File: src/rtl/rom_arb_pkg.sv
// Shared constants for the two-port ROM arbiter: state encoding, default
// widths and port indices.
package rom_arb_pkg;

  localparam int AW_DEF = 4;
  localparam int DW_DEF = 8;

  localparam logic [1:0] S_IDLE = 2'd0;
  localparam logic [1:0] S_READ = 2'd1;
  localparam logic [1:0] S_CAPT = 2'd2;
  localparam logic [1:0] S_ACK  = 2'd3;

  typedef enum logic [1:0] {
    IDLE = S_IDLE,
    READ = S_READ,
    CAPT = S_CAPT,
    ACK  = S_ACK
  } state_e;

  localparam logic P0 = 1'b0;
  localparam logic P1 = 1'b1;

endpackage

File: src/rtl/rom_arbiter_rr_pick2.sv
// Two-way round-robin pick: a lone requester wins outright, and under
// contention the port that was not served last wins.
module rr_pick2
  import rom_arb_pkg::*;
(
  input  logic req0,
  input  logic req1,
  input  logic last_grant,
  output logic valid,
  output logic sel
);

  always_comb begin
    valid = req0 | req1;
    sel   = P0;
    if (req0 && req1) begin
      sel = ~last_grant;
    end else if (req1) begin
      sel = P1;
    end
  end

endmodule

File: src/rtl/rom_arbiter.sv
// Shares one synchronous-read ROM between two req/ack ports. Each read walks
// IDLE -> READ -> CAPT -> ACK, and every output comes straight from a flop.
module rom_arbiter
  import rom_arb_pkg::*;
#(
  parameter int AW = AW_DEF,
  parameter int DW = DW_DEF
) (
  input  logic          clk,
  input  logic          rst,
  input  logic          req0,
  input  logic [AW-1:0] addr0,
  output logic          ack0,
  output logic [DW-1:0] data0,
  input  logic          req1,
  input  logic [AW-1:0] addr1,
  output logic          ack1,
  output logic [DW-1:0] data1,
  output logic [AW-1:0] rom_addr,
  input  logic [DW-1:0] rom_data,
  output logic          busy
);

  state_e        state_q, state_d;
  logic          grant_q, grant_d;
  logic          last_grant_q, last_grant_d;
  logic [AW-1:0] rom_addr_q, rom_addr_d;
  logic [DW-1:0] data0_q, data0_d;
  logic [DW-1:0] data1_q, data1_d;
  logic          ack0_q, ack0_d;
  logic          ack1_q, ack1_d;
  logic          busy_q, busy_d;
  logic          pick_valid;
  logic          pick_sel;

  rr_pick2 u_pick (
    .req0       (req0),
    .req1       (req1),
    .last_grant (last_grant_q),
    .valid      (pick_valid),
    .sel        (pick_sel)
  );

  always_comb begin
    state_d      = state_q;
    grant_d      = grant_q;
    last_grant_d = last_grant_q;
    rom_addr_d   = rom_addr_q;
    data0_d      = data0_q;
    data1_d      = data1_q;
    ack0_d       = 1'b0;
    ack1_d       = 1'b0;

    case (state_q)
      IDLE: begin
        if (pick_valid) begin
          grant_d    = pick_sel;
          rom_addr_d = (pick_sel == P1) ? addr1 : addr0;
          state_d    = READ;
        end
      end
      READ: state_d = CAPT;
      CAPT: begin
        // Only the granted port's data/ack move; the other port keeps its value.
        if (grant_q == P1) begin
          data1_d = rom_data;
          ack1_d  = 1'b1;
        end else begin
          data0_d = rom_data;
          ack0_d  = 1'b1;
        end
        last_grant_d = grant_q;
        state_d      = ACK;
      end
      ACK:     state_d = IDLE;
      default: state_d = IDLE;
    endcase

    busy_d = (state_d != IDLE);
  end

  always_ff @(posedge clk) begin
    if (!rst) begin
      state_q      <= IDLE;
      grant_q      <= P0;
      last_grant_q <= P1;
      rom_addr_q   <= '0;
      data0_q      <= '0;
      data1_q      <= '0;
      ack0_q       <= 1'b0;
      ack1_q       <= 1'b0;
      busy_q       <= 1'b0;
    end else begin
      state_q      <= state_d;
      grant_q      <= grant_d;
      last_grant_q <= last_grant_d;
      rom_addr_q   <= rom_addr_d;
      data0_q      <= data0_d;
      data1_q      <= data1_d;
      ack0_q       <= ack0_d;
      ack1_q       <= ack1_d;
      busy_q       <= busy_d;
    end
  end

  assign ack0     = ack0_q;
  assign ack1     = ack1_q;
  assign data0    = data0_q;
  assign data1    = data1_q;
  assign rom_addr = rom_addr_q;
  assign busy     = busy_q;

endmodule

File: config.mk
export PLATFORM = sky130hd
export DESIGN_NAME = rom_arbiter
export DESIGN_NICKNAME = d
export VERILOG_FILES = /design/src/rtl/rom_arb_pkg.sv /design/src/rtl/rom_arbiter_rr_pick2.sv /design/src/rtl/rom_arbiter.sv
export SDC_FILE = /design/constraint.sdc
export NUM_CORES = 1
export LEC_CHECK = 0
export ABC_AREA = 1
export CORE_UTILIZATION = 41
export CTS_CLUSTER_DIAMETER = 100
export DETAILED_ROUTE_END_ITERATION = 10
export PLACE_DENSITY = 0.75
export RECOVER_POWER = 25
export SLEW_MARGIN = 20
export SYNTH_ARGS = -nofsm -noshare
export SYNTH_HDL_FRONTEND = slang
export SYNTH_SLANG_ARGS = --single-unit
File: constraint.sdc
create_clock -name clk -period 1.25 [get_ports clk]
set_input_delay 0.125 -clock clk [delete_from_list [all_inputs] [get_ports clk]]
set_output_delay 0.125 -clock clk [all_outputs]
set_load 0.05 [all_outputs]
==> metrics.cfg <==
[synthesis]
syn_inst = 130
synth_top_area_share = 0.518
ys_types = 18
ys_seq_area_frac = 0.518
syn_area_mm2 = 0.00104
yosys_warnings = 0
synth_top_area_cell = dfxtp_1
synth_area_leaders = dfxtp_1 (52%), o21ai_0 (9.1%), nand2_1 (8.6%), inv_1 (6.8%), nor2_1 (5.8%)
avgSynthCellArea_um2 = 8.03
syn-num-nets = 153
ys_ff_latch = 27

[critical_path]
crit_type = flip-flop to flip-flop
cp_max_fo = 15
worst_ep_arrival_time_ns = 1.41
reg2reg_depth = 7
end_kind = flip-flop
worst_setup_path_start_kind = flip-flop
cp_data_required_time_ns = 1.47

[grt]
grt_first_pass_wirelength_um = 4260
grt_pass1_vias = 992
antenna_found_initial = 0
track_usage = 0.210
grt_max_degree = 16
grt_overflow = 0

[clock_network]
clock_sinks = 27
cts-root-buf = clkbuf_4
worstSkewPairLatency_ns = 0.32
clkTransAtPathRegs_ns = 0.14
post_cts_buffers = 0
clockBufferDepth = 2
hold_buffers = 0
tritoncts = yes
htreeDepth = 1
cts-buffers-inserted = 3

[floorplan]
rows = 17
die_w_um = 52.5
boundaryPins = 43
die_h_um = 52.5
dieArea_mm2 = 0.00275
initial_utilization = 0.454
core-area_mm2 = 0.00230

[pwr]
powerDensity_mw_per_mm2 = 2160
ir_worst_vdd_mv = 1.55
cellLeakagePower_nw = 0.752

[placement]
io_buffers = 42
placed_cells = 201
hpwl_um = 2070
routabilityCongestion = 0.748

[timing]
fin_hold_ws_ns = 0.349
finalHoldViolCount = 0
max_freq_mhz = 838
finalCritPeriodShare = 0.954
fin_crit_ns = 1.19
relSlewSlack = 0.803
maxSlewViolCount = 0
rsz0062_at_grt = false
tightest_slew_ns = 0.297
setup_tns_ns = 0
skew_ns = 0.00234
setup_viol = 0

[cells_and_area]
finalNonFillerCells = 205
drive_above_1_share = 0.254
nets = 201
fin_util = 0.722
area_delta_synth_final_pct = 58.9
fillers = 178
n_antenna_cell = 0

[hold_path]
hold_path.class = input port to flip-flop
whs_path_depth = 3

[detailed_routing]
drc = 0
routedWlPerCell_um = 12.9
dr.pass1.iters = 4
dr.first_iter.drc_count = 21
viasPerCell = 4.95
postRouteAntennaNets = 0
routed_wl_um = 2640
vias = 1015

[job]
max_cap_violations = 0

[run_status]
status = complete, no violations

## registers in the layout, indices dropped and copies added, names as in the netlist
name,cells
data0,8
grant_q,1
state_q,2
last_grant_q,1
busy,1
ack0,1
ack1,1
rom_addr,4
data1,8
## cell usage after synthesis
cell type / instances
o21ai_0: 19
nor2_1: 16
inv_2: 2
inv_1: 19
buf_4: 1
nor2_4: 1
ha_1: 3
a21oi_2: 2
nor2_2: 2
nand2_1: 24
nor3_1: 1
o21ai_2: 3
a21oi_1: 6
nand3_1: 1
buf_6: 1
o21ai_1: 1
nand3_2: 1
dfxtp_1: 27
## routing by layer
metal	GRT usage	part of all wire	up-vias
met5	0	0	-
li1	-	-	501
met3	0.0348	0.028	7
met2	0.388	0.54	25
met4	0.0877	0.020	0
met1	0.233	0.41	482
## timing repair
item | CTS | global route
pin swaps | 1 | 1
gates resized for setup | 6 | 5
cloned | 0 | 0
setup endpoints to repair | 8 | 6
## worst paths after layout
kind         slack [ns]   startpoint       end
max                0.06   state_q[0]  data0[1]
min                0.35  rom_data[6]  data0[6]
max reg2reg        0.06   state_q[0]  data0[1]
min reg2reg        0.47     data1[7]  data1[7]
## cell type report
type,instances,area (um2),share of cell area
Clock buffer,4,26.3,0.0158
Multi-Input combinational cell,80,425,0.257
Sequential cell,27,542,0.327
Inverter,21,78.8,0.0475
Tap cell,28,35.0,0.0211
Timing Repair Buffer,45,551,0.332
## where the power goes
part / switching (mW) / total [mW] / internal [mW]
clock: 0.244 / 0.369 / 0.125
combinational: 1.13 / 1.93 / 0.801
sequential: 0.200 / 1.29 / 1.09
## worst max-delay path: stages (launching register included)
cell	delay, ns
dfxtp_1	0.35
inv_2	0.06
ha_4	0.16
inv_2	0.08
nor2_4	0.05
buf_12	0.15
o21ai_1	0.16
a21oi_1	0.07
## metrics by stage
step	setup slack [ns]	total power [mW]	area, um2
final	0.0573	3.58	1660
after global routing	0.0109	3.77	1660
after CTS	0.0385	3.77	1790
after detailed placement	-0.0678	3.35	1750
after global placement	0.0104	3.28	1750
after floorplan	0.108	2.33	1040
## logic make-up (layout without fill, tap and decap cells)
| group | after synthesis | count (layout) | synth area share |
|---|---|---|---|
| and+or+nand+nor | 46 | 46 | 0.186 |
| AOI/OAI and AO/OA | 31 | 31 | 0.167 |
| DFF | 27 | 27 | 0.518 |
| buffers and inverters | 23 | 70 | 0.0935 |
| adders and majority gates | 3 | 3 | 0.0360 |
## cell usage in the layout (no fill, tap or decap), types with 2 or more instances in the layout
master / n
o21ai_2: 3
nand2_1: 24
nor2_4: 2
a21oi_2: 2
o21ai_1: 5
clkbuf_2: 9
clkdlybuf4s50_1: 19
a21oi_1: 6
inv_2: 4
inv_1: 17
buf_12: 15
nor2_1: 16
dfxtp_1: 26
o21ai_0: 15
clkbuf_4: 3
buf_4: 2
(Power assumes the default switching activity.)
